--- src/rtl/mips_ex_pkg.sv ---
// Shared EX-stage types and constants for the ALU arbiter.
// Starvation override is enabled by defining MIPS_EX_ALU_ARB_STARVE_EN.
package mips_ex_pkg;

    localparam int MIPS_DATA_WIDTH     = 32;
    localparam int MIPS_ALU_CTRL_WIDTH = 10;

    // One-hot ALU control bit positions
    localparam int MIPS_ALU_ADD     = 0;
    localparam int MIPS_ALU_SUB     = 1;
    localparam int MIPS_ALU_CMP_GEZ = 2;
    localparam int MIPS_ALU_CMP_LTZ = 3;
    localparam int MIPS_ALU_CMP_EQ  = 4;
    localparam int MIPS_ALU_CMP_NE  = 5;
    localparam int MIPS_ALU_CMP_LEZ = 6;
    localparam int MIPS_ALU_CMP_GTZ = 7;
    localparam int MIPS_ALU_LOGIC   = 8;
    localparam int MIPS_ALU_SHIFT   = 9;

    typedef enum logic {
        MIPS_ALU_ARB_S_SHARED   = 1'b0,
        MIPS_ALU_ARB_S_MDU_LOCK = 1'b1
    } mips_alu_arb_state_e;

    typedef enum logic {
        MIPS_ALU_OWN_PIPE = 1'b0,
        MIPS_ALU_OWN_MDU  = 1'b1
    } mips_alu_own_e;

endpackage

--- src/rtl/mips_ex_alu_arb_starve.sv ---
// Saturating count of consecutive cycles the MDU was denied the ALU.
// Only instantiated when MIPS_EX_ALU_ARB_STARVE_EN is defined.
module mips_ex_alu_arb_starve (
    input  logic       clk,
    input  logic       rst,
    input  logic       mdu_vld_i,
    input  logic       mdu_rdy_i,
    output logic [3:0] cnt_o
);

    logic [3:0] cnt_q;
    logic [3:0] cnt_d;

    always_comb begin
        cnt_d = cnt_q;
        if (!mdu_vld_i || mdu_rdy_i) begin
            cnt_d = '0;
        end else if (cnt_q != 4'hF) begin
            cnt_d = cnt_q + 4'd1;
        end
    end

    always_ff @(posedge clk) begin
        if (rst) begin
            cnt_q <= '0;
        end else begin
            cnt_q <= cnt_d;
        end
    end

    assign cnt_o = cnt_q;

endmodule

--- src/rtl/mips_ex_alu_arb.sv ---
// Arbiter/sequencer for the shared EX-stage ALU (pipeline vs. MDU).
// Define MIPS_EX_ALU_ARB_STARVE_EN to add the MDU starvation override.
module mips_ex_alu_arb
    import mips_ex_pkg::*;
#(
    parameter int DW         = MIPS_DATA_WIDTH,
    parameter int CW         = MIPS_ALU_CTRL_WIDTH,
    parameter int STARVE_MAX = 8
) (
    input  logic          clk,
    input  logic          rst,
    input  logic          pipe_req_vld,
    output logic          pipe_req_rdy,
    input  logic [DW-1:0] pipe_req_op1,
    input  logic [DW-1:0] pipe_req_op2,
    input  logic [CW-1:0] pipe_req_ctrl,
    input  logic          mdu_req_vld,
    input  logic          mdu_req_lock,
    output logic          mdu_req_rdy,
    input  logic [DW-1:0] mdu_req_op1,
    input  logic [DW-1:0] mdu_req_op2,
    input  logic [CW-1:0] mdu_req_ctrl,
    input  logic          ex_flush,
    output logic [DW-1:0] alu_op1,
    output logic [DW-1:0] alu_op2,
    output logic [CW-1:0] alu_ctrl,
    input  logic [DW-1:0] alu_res,
    input  logic          alu_cmp,
    output logic          pipe_rsp_vld,
    output logic [DW-1:0] pipe_rsp_res,
    output logic          pipe_rsp_cmp,
    output logic          mdu_rsp_vld,
    output logic [DW-1:0] mdu_rsp_res
);

    mips_alu_arb_state_e state_q;
    mips_alu_arb_state_e state_d;

    logic          pipe_gnt;
    logic          mdu_gnt;
    logic          starve;

    logic          rsp_vld_q;
    logic          rsp_vld_d;
    mips_alu_own_e rsp_own_q;
    mips_alu_own_e rsp_own_d;
    logic [DW-1:0] rsp_res_q;
    logic [DW-1:0] rsp_res_d;
    logic          rsp_cmp_q;
    logic          rsp_cmp_d;

`ifdef MIPS_EX_ALU_ARB_STARVE_EN
    logic [3:0] starve_cnt;

    mips_ex_alu_arb_starve u_starve (
        .clk       (clk),
        .rst       (rst),
        .mdu_vld_i (mdu_req_vld),
        .mdu_rdy_i (mdu_req_rdy),
        .cnt_o     (starve_cnt)
    );

    assign starve = (starve_cnt == 4'(STARVE_MAX));
`else
    // Strict pipeline priority; the starvation limit has no effect here.
    assign starve = 1'b0 & (STARVE_MAX != 0);
`endif

    always_ff @(posedge clk) begin
        if (rst) begin
            state_q <= MIPS_ALU_ARB_S_SHARED;
        end else begin
            state_q <= state_d;
        end
    end

    always_comb begin
        state_d = state_q;
        unique case (state_q)
            MIPS_ALU_ARB_S_SHARED: begin
                if (mdu_gnt && mdu_req_lock) begin
                    state_d = MIPS_ALU_ARB_S_MDU_LOCK;
                end
            end
            MIPS_ALU_ARB_S_MDU_LOCK: begin
                if (mdu_gnt && !mdu_req_lock) begin
                    state_d = MIPS_ALU_ARB_S_SHARED;
                end
            end
            default: state_d = MIPS_ALU_ARB_S_SHARED;
        endcase
    end

    // A flushed pipeline request yields the ALU to the MDU.
    always_comb begin
        pipe_gnt = 1'b0;
        mdu_gnt  = 1'b0;
        if (!rst) begin
            unique case (state_q)
                MIPS_ALU_ARB_S_SHARED: begin
                    if (starve && mdu_req_vld) begin
                        mdu_gnt = 1'b1;
                    end else if (pipe_req_vld && !ex_flush) begin
                        pipe_gnt = 1'b1;
                    end else begin
                        mdu_gnt = mdu_req_vld;
                    end
                end
                MIPS_ALU_ARB_S_MDU_LOCK: mdu_gnt = mdu_req_vld;
                default: ;
            endcase
        end
    end

    assign pipe_req_rdy = pipe_gnt;
    assign mdu_req_rdy  = mdu_gnt;

    assign alu_op1  = pipe_gnt ? pipe_req_op1 : mdu_req_op1;
    assign alu_op2  = pipe_gnt ? pipe_req_op2 : mdu_req_op2;
    assign alu_ctrl = pipe_gnt ? pipe_req_ctrl :
                      mdu_gnt  ? mdu_req_ctrl  : '0;

    always_comb begin
        rsp_vld_d = pipe_gnt | mdu_gnt;
        rsp_own_d = mdu_gnt ? MIPS_ALU_OWN_MDU : MIPS_ALU_OWN_PIPE;
        rsp_res_d = rsp_res_q;
        rsp_cmp_d = rsp_cmp_q;
        if (rsp_vld_d) begin
            rsp_res_d = alu_res;
            rsp_cmp_d = alu_cmp;
        end
    end

    always_ff @(posedge clk) begin
        if (rst) begin
            rsp_vld_q <= 1'b0;
            rsp_own_q <= MIPS_ALU_OWN_PIPE;
            rsp_res_q <= '0;
            rsp_cmp_q <= 1'b0;
        end else begin
            rsp_vld_q <= rsp_vld_d;
            rsp_own_q <= rsp_own_d;
            rsp_res_q <= rsp_res_d;
            rsp_cmp_q <= rsp_cmp_d;
        end
    end

    assign pipe_rsp_vld = rsp_vld_q && (rsp_own_q == MIPS_ALU_OWN_PIPE);
    assign mdu_rsp_vld  = rsp_vld_q && (rsp_own_q == MIPS_ALU_OWN_MDU);
    assign pipe_rsp_res = rsp_res_q;
    assign pipe_rsp_cmp = rsp_cmp_q;
    assign mdu_rsp_res  = rsp_res_q;

endmodule

--- config.mk ---
export PLATFORM = sky130hd
export DESIGN_NAME = mips_ex_alu_arb
export DESIGN_NICKNAME = d
export VERILOG_FILES = /design/src/rtl/mips_ex_pkg.sv /design/src/rtl/mips_ex_alu_arb_starve.sv /design/src/rtl/mips_ex_alu_arb.sv
export SDC_FILE = /design/constraint.sdc
export NUM_CORES = 1
export LEC_CHECK = 0
export CAP_MARGIN = 0
export CELL_PAD_IN_SITES_DETAIL_PLACEMENT = 1
export CELL_PAD_IN_SITES_GLOBAL_PLACEMENT = 2
export CORE_MARGIN = 2
export CORE_UTILIZATION = 12
export DETAILED_ROUTE_END_ITERATION = 16
export GPL_ROUTABILITY_DRIVEN = 0
export PLACE_DENSITY_LB_ADDON = 0.1
export SLEW_MARGIN = 20
export SYNTH_ARGS = -nofsm -noshare
export SYNTH_HDL_FRONTEND = slang
export SYNTH_SLANG_ARGS = --single-unit
--- constraint.sdc ---
create_clock -name clk -period 1.95 [get_ports clk]
set_clock_uncertainty 0.05 [all_clocks]
set_input_delay 0.39 -clock clk [delete_from_list [all_inputs] [get_ports clk]]
set_output_delay 0.39 -clock clk [all_outputs]
set_load 0.03 [all_outputs]
==> results.md, run 1 <==
* CP Capture Point: alu_op1[30]
* GRT Util Overall at 13.0%
* Worst VDD drop at 0.000340 V
* Worst setup path class: primary input to primary output
* Slew headroom at between 70% and 80%
* Multi-input logic area at around 1800 sq um
* Hold Crit Start: pipe_rsp_cmp
* # DRC at 0
* Slowest stage delay, CP at about 0.30 ns
* Routed WL per cell at 18.6 um
* Final setup violating endpoints at 75
* Min cycle time layout at approximately 2.3 ns
* Gr ovfl total at 0
* TritonCTS clock tree: yes
* DR iter-0 viols at 84
* CP endpoint kind: primary output
* Status: finished, violations left
* Synth cell types at 18
* Total power at approximately 3.5 mW
* Max_cap viols at 0
* Initial Util at between 10% and 20%
* Row cnt at 54
* Core area at about 22000 sq um
* HP Class: register to register
* Reg2reg setup slack at 0.59 ns
* Routed wire length at 16200 um
* Root buffer cell: clkbuf_16
* Pin count of the biggest net entering global routing at just over 70
* Die Width at 154 um
* Die area at between 20000 and 25000 sq um
* Final Worst Setup Slack at -0.348 ns
* Via density at ~3.8
* Slowest CP cell: mux2_4
* Nets@finish at 778
* Later-pin clock latency in the skew report at 0.28 ns
* Nature of the critical path startpoint: primary input
* P per Cell Area at 502 nW/um^2
* Worst reg2reg path depth at 6
* Ratio of cells with drive above 1 in the final layout at about a third
* Antenna violations before repair at 4
* Synthesized instance count at between 200 and 300
* Slew Viols, Final at 0
* Mapped Nets at about 460
* I/O Pins at 330
* Ys Warns at 0
* Number of global-route vias before repair at between 3000 and 4000
* Synth Cell Area at roughly 2700 sq um
* Register area at about 720 sq um
* Core Util, Final at 31.6%
* # hold bufs at CTS at 0
* Clk sinks at 36
* Post-synthesis sequential area ratio at 26.7%
* Critical path's most frequent cell: buf_8
* HPWL after DPL at between 10000 and 15000 um
* LEAKAGE at approximately 2.8 nW
* CP max FO at 6
* Antenna viol nets, final at 0
* CP cell instances: clkdlybuf4s15_1, nor3b_2, and2b_4, buf_8, buf_16, buf_8, mux2_4, buf_6
* Placed Cells at ~840
* Post-route clock period utilization at 118%
* Via count at 3285
* Max clock buf depth at 2
* Crit path required time at 1.51 ns
* #FFs+latches synth at 36
* Area delta synth->final at 157%
* # port buffers at roughly 330
* First-pass GRT wire length at 23200 um
* 1st-pass router iterations at 4
* Worst slack, placed at -0.982 ns
* Worst-Margin Slew at ~0.39 ns
* Clock edge transition at the registers on the reported setup and hold paths at about 0.06 ns
* # fillers at 2446
* Syn_area_per_cell at 10.0 sq um
* Total CTS buffers at 5
* Unrepaired setup endpoints after global routing: true
* Final setup TNS at -19.74 ns
* Non-filler cells, final at approximately 870
* Crit path from: ex_flush
* Achievable Freq at between 400 and 500 MHz
* Violations in the final reports: setup timing
* H-tree depth at 2
* Final hold violation count at 0
* CP Data Arrival Time at approximately 1.9 ns
* Die Y at around 150 um
==> per-stage QoR <==
step                      area (sq um)  hold WS [ns]
after global placement            6140         0.412
after global routing              6940         0.468
after floorplan                   2710         0.450
final                             6940         0.434
after detailed placement          6140         0.424
after CTS                         6880         0.438
==> cell type report <==
cell class	count	area share (%)
Clock buffer	5	1.80
Multi-Input combinational cell	183	26.4
Timing Repair Buffer	365	55.6
Clock inverter	3	0.613
Antenna cell	2	0.0721
Sequential cell	36	10.4
Tap cell	280	5.05
==> sequential cells by signal, summed over array words and instances (netlist names), named ones only <==
register	flops
mdu_rsp_res	32
pipe_rsp_cmp	1
rsp_own_q	1
rsp_vld_q	1
==> how the worst min path moves through the flow <==
stage / cells past startpoint / slack (ns) / to
after global placement: 2 / 0.41 / pipe_rsp_cmp
after floorplan: 1 / 0.45 / register
final: 2 / 0.43 / pipe_rsp_cmp
after detailed placement: 2 / 0.42 / pipe_rsp_cmp
after CTS: 2 / 0.44 / pipe_rsp_cmp
after global routing: 2 / 0.47 / mdu_rsp_res[21]
==> worst max-delay path: cells and delay by family <==
kind,cells,cell delay [ns]
and+or+nand+nor,2,0.46
muxes,1,0.30
buffers and inverters,5,0.69
==> power breakdown <==
part	leakage, nW	switching, mW	internal [mW]
registers	0.299	0.0429	0.789
clock network	0.0798	0.334	0.601
logic	2.45	0.757	0.962
==> kinds of logic after synthesis <==
| kind of cell | after synthesis | synth area share [%] |
|---|---|---|
| flip-flops | 36 | 26.7 |
| AO/OA/AOI/OAI | 11 | 3.52 |
| multiplexers | 97 | 38.9 |
| AND/OR/NAND/NOR | 75 | 17.7 |
| buffers and inverters | 51 | 13.1 |
==> cell usage after synthesis, drive strengths merged <==
cell / count / share of area (%)
dfxtp: 36 / 27
nor2: 2 / 0.37
buf: 44 / 12
a22o: 10 / 3.2
and2b: 1 / 0.28
nand2b: 66 / 15
and2: 1 / 0.23
clkbuf: 7 / 0.97
mux2: 64 / 27
mux2i: 33 / 12
a21o: 1 / 0.28
nor3b: 4 / 1.3
nor2b: 1 / 0.23
==> cell usage in the layout (no fill, tap or decap) <==
master           synthesis  layout
buf_6                    4      70
a22o_1                  10       1
and2b_4                  0       1
clkinvlp_4               0       1
mux2_4                   0      42
nor3b_4                  0       1
nand2b_1                66      66
nor2_4                   0       1
mux2i_1                 33      33
diode_2                  0       2
nor3b_1                  3       2
buf_4                   33      16
mux2_2                  25      22
buf_16                   0       2
nor2b_1                  1       1
a21o_1                   1       1
clkinv_2                 0       1
nor2_1                   1       1
buf_2                    7       6
a22o_4                   0       3
a22o_2                   0       6
nor3b_2                  1       1
clkbuf_16                0       6
and2_1                   1       1
clkbuf_2                 0       1
dfxtp_2                  0       1
buf_12                   0      11
clkdlybuf4s50_1          0     249
clkdlybuf4s15_1          0       1
buf_8                    0       7
bufinv_16                0       1
dlymetal6s2s_1           0       1
dfxtp_1                 36      35
==> timing repair <==
action                                  4_1_cts  5_1_grt
setup buffers                                22        5
pin swaps                                     1        1
endpoints found under the setup margin       76       76
cloned                                        3        1
resized for setup                           421       37
==> per-layer routing <==
layer  vias up  GRT usage (%)  share of wire [%]
li1       1534              -                  -
met1      1551           12.8                 35
met2       179           24.8                 53
met3        17           5.55                9.7
met4         4           3.47                2.0
met5         -              0               0.17
No activity file was read; power rests on OpenSTA's default activity.
==> inputs of run 2 (changes only) <==
Settings changed: CELL_PAD_IN_SITES_DETAIL_PLACEMENT 1 to 0, CELL_PAD_IN_SITES_GLOBAL_PLACEMENT 2 to 1, CORE_UTILIZATION 12 to 17, SLEW_MARGIN 20 to unset.
==> results.md, run 2 (synthesized netlist as in run 1, its figures left out) <==
* Worst-Margin Slew at 0.372 ns (-0.0139 ns)
* Worst slack, placed at -0.947 ns (+0.0344 ns)
* H-tree depth at 2 (unchanged)
* Max reg flops at 32 (unchanged)
* Worst hold slack at 0.436 ns (+0.00209 ns)
* Via density at 3.93 (+4.7%)
* Area delta synth->final at 155%
* Final setup violating endpoints at 75 (unchanged)
* 1st-pass router iterations at 4 (unchanged)
* Routed wire length at 14100 um (-13%)
* Die area at 16900 sq um (-29%)
* CP Data Arrival Time at 1.89 ns (+0.03 ns)
* Slew headroom at 75.2% (+1.0 points)
* # port buffers at 329 (unchanged)
* Min cycle time layout at 2.33 ns (+0.0282 ns)
* GRT Util Overall at 15.4% (+2.4 points)
* Final Worst Setup Slack at -0.376 ns (-0.0282 ns)
* Worst setup path class: register to primary output
* Core Util, Final at 43.7% (+12 points)
* Slowest stage delay, CP at 0.35 ns (+0.05 ns)
* Placed Cells at 776 (-7.7%)
* Crit path required time at 1.51 ns (about the same)
* Non-filler cells, final at 817 (-6.5%)
* CP cell instances: nor3b_4, and2b_4, buf_12, mux2_2, clkdlybuf4s15_2
* Gr ovfl total at 0 (unchanged)
* Clock edge transition at the registers on the reported setup and hold paths at 0.05 ns (about the same)
* Number of global-route vias before repair at 3264 (-5.6%)
* Commonest non-fill, non-tap cells in the layout: clkdlybuf4s50_1, buf_6, nand2b_1, dfxtp_1
* Status: finished, violations left
* Die Width at 130 um (-16%)
* Root buffer cell: clkbuf_16
* LEAKAGE at 2.79 nW (-1.1%)
* Core area at 15700 sq um (-28%)
* I/O Pins at 330 (unchanged)
* Ratio of cells with drive above 1 in the final layout at 34.3% (+0.50 points)
* DP Area at 6010 sq um (-2.2%)
* Achievable Freq at 430 MHz (-1.2%)
* Initial Util at 17.2% (+4.9 points)
* Violations in the final reports: setup timing
* # DRC at 0 (unchanged)
* Max clock buf depth at 2 (unchanged)
* Antenna violations before repair at 7 (+3)
* Max_cap viols at 0 (unchanged)
* Slowest CP cell: mux2_2
* Most common cell after layout, fill and taps aside: clkdlybuf4s50_1
* Via count at 3214 (-2.2%)
* Hold Crit Start: pipe_rsp_cmp
* Clock share of power at 24.7% (-2.1 points)
* P per Cell Area at 487 nW/um^2 (-3.1%)
* Antenna viol nets, final at 0 (unchanged)
* First-pass GRT wire length at 19500 um (-16%)
* HPWL after DPL at 11200 um (-14%)
* Psw at 1.07 mW (-5.4%)
* Slew Viols, Final at 0 (unchanged)
* Clk sinks at 36 (unchanged)
* Post-route clock period utilization at 119% (+1.4 points)
* Nature of the critical path startpoint: register
* Gate power share at 50.5% (+1.2 points)
* Unrepaired setup endpoints after global routing: true
* CP endpoint kind: primary output
* Total power at 3.34 mW (-4.1%)
* CP max FO at 25 (+19)
* Critical path's top delay family: buffers and inverters
* Pin count of the biggest net entering global routing at 71 (unchanged)
* Worst VDD drop at 0.000430 V (+26%)
* TritonCTS clock tree: yes
* HP Class: register to register
* Later-pin clock latency in the skew report at 0.27 ns (about the same)
* Routed WL per cell at 17.3 um (-7.1%)
* Seq pwr share at 24.8% (+0.9 points)
* Nets@finish at 782 (+0.51%)
* Final hold violation count at 0 (unchanged)
* Sw Ratio at 32.1% (-0.46 points)
* DR iter-0 viols at 48 (-43%)
* Pint at 2.27 mW (-3.4%)
* Final setup TNS at -20.32 ns (-0.574 ns)
* Row cnt at 46 (-15%)
* Die Y at 130 um (-16%)
* Total CTS buffers at 5 (unchanged)
* WP buf/inv at 2 (-3)
* Fin area at 6870 sq um (-1.0%)
-- run 2: worst paths after layout --
path             endpoint  slack, ns  cells past startpoint
max           alu_op1[18]      -0.38                      5
min          pipe_rsp_cmp       0.44                      2
max reg2reg      register       0.45                      8
min reg2reg  pipe_rsp_cmp       0.44                      2
-- run 2: area by class of cell --
| type | instances | area, sq um |
|---|---|---|
| Timing Repair Buffer | 369 | 3880 |
| Fill cell | 1538 | 8840 |
| Sequential cell | 36 | 722 |
| Multi-Input combinational cell | 183 | 1840 |
| Antenna cell | 6 | 15.0 |
| Clock buffer | 7 | 153 |
| Tap cell | 216 | 270 |
-- run 2: per-layer routing --
| metal | vias up | GRT usage [%] | routed length, um |
|---|---|---|---|
| met3 | 24 | 5.37 | 1360 |
| met1 | 1485 | 15.4 | 4900 |
| met4 | 4 | 6.20 | 418 |
| li1 | 1541 | - | - |
| met5 | - | 0 | 30 |
| met2 | 160 | 29.0 | 7390 |
-- run 2: what timing repair did --
item,4_1_cts,5_1_grt
endpoints found under the setup margin,76,76
gates resized for setup,326,21
buffers inserted,17,12
gates cloned,4,0
pin swaps,6,3
hold buffers,0,0
-- run 2: power by group through the flow --
stage	sequential [mW]	combinational, mW	clock (mW)
final	0.831	1.69	0.825
after global routing	0.838	1.77	0.906
after CTS	0.832	1.68	0.863
after detailed placement	0.846	1.54	0
after global placement	0.845	1.54	0
after floorplan	0.935	0.680	0
-- run 2: worst register-to-register path: stages, from the launching register on --
cell and delay, ns:
dfxtp_2 0.33, nor3b_4 0.19, buf_4 0.14, buf_6 0.10, nor3b_4 0.04, buf_6 0.15
buf_6 0.12, buf_4 0.12, a21o_1 0.16
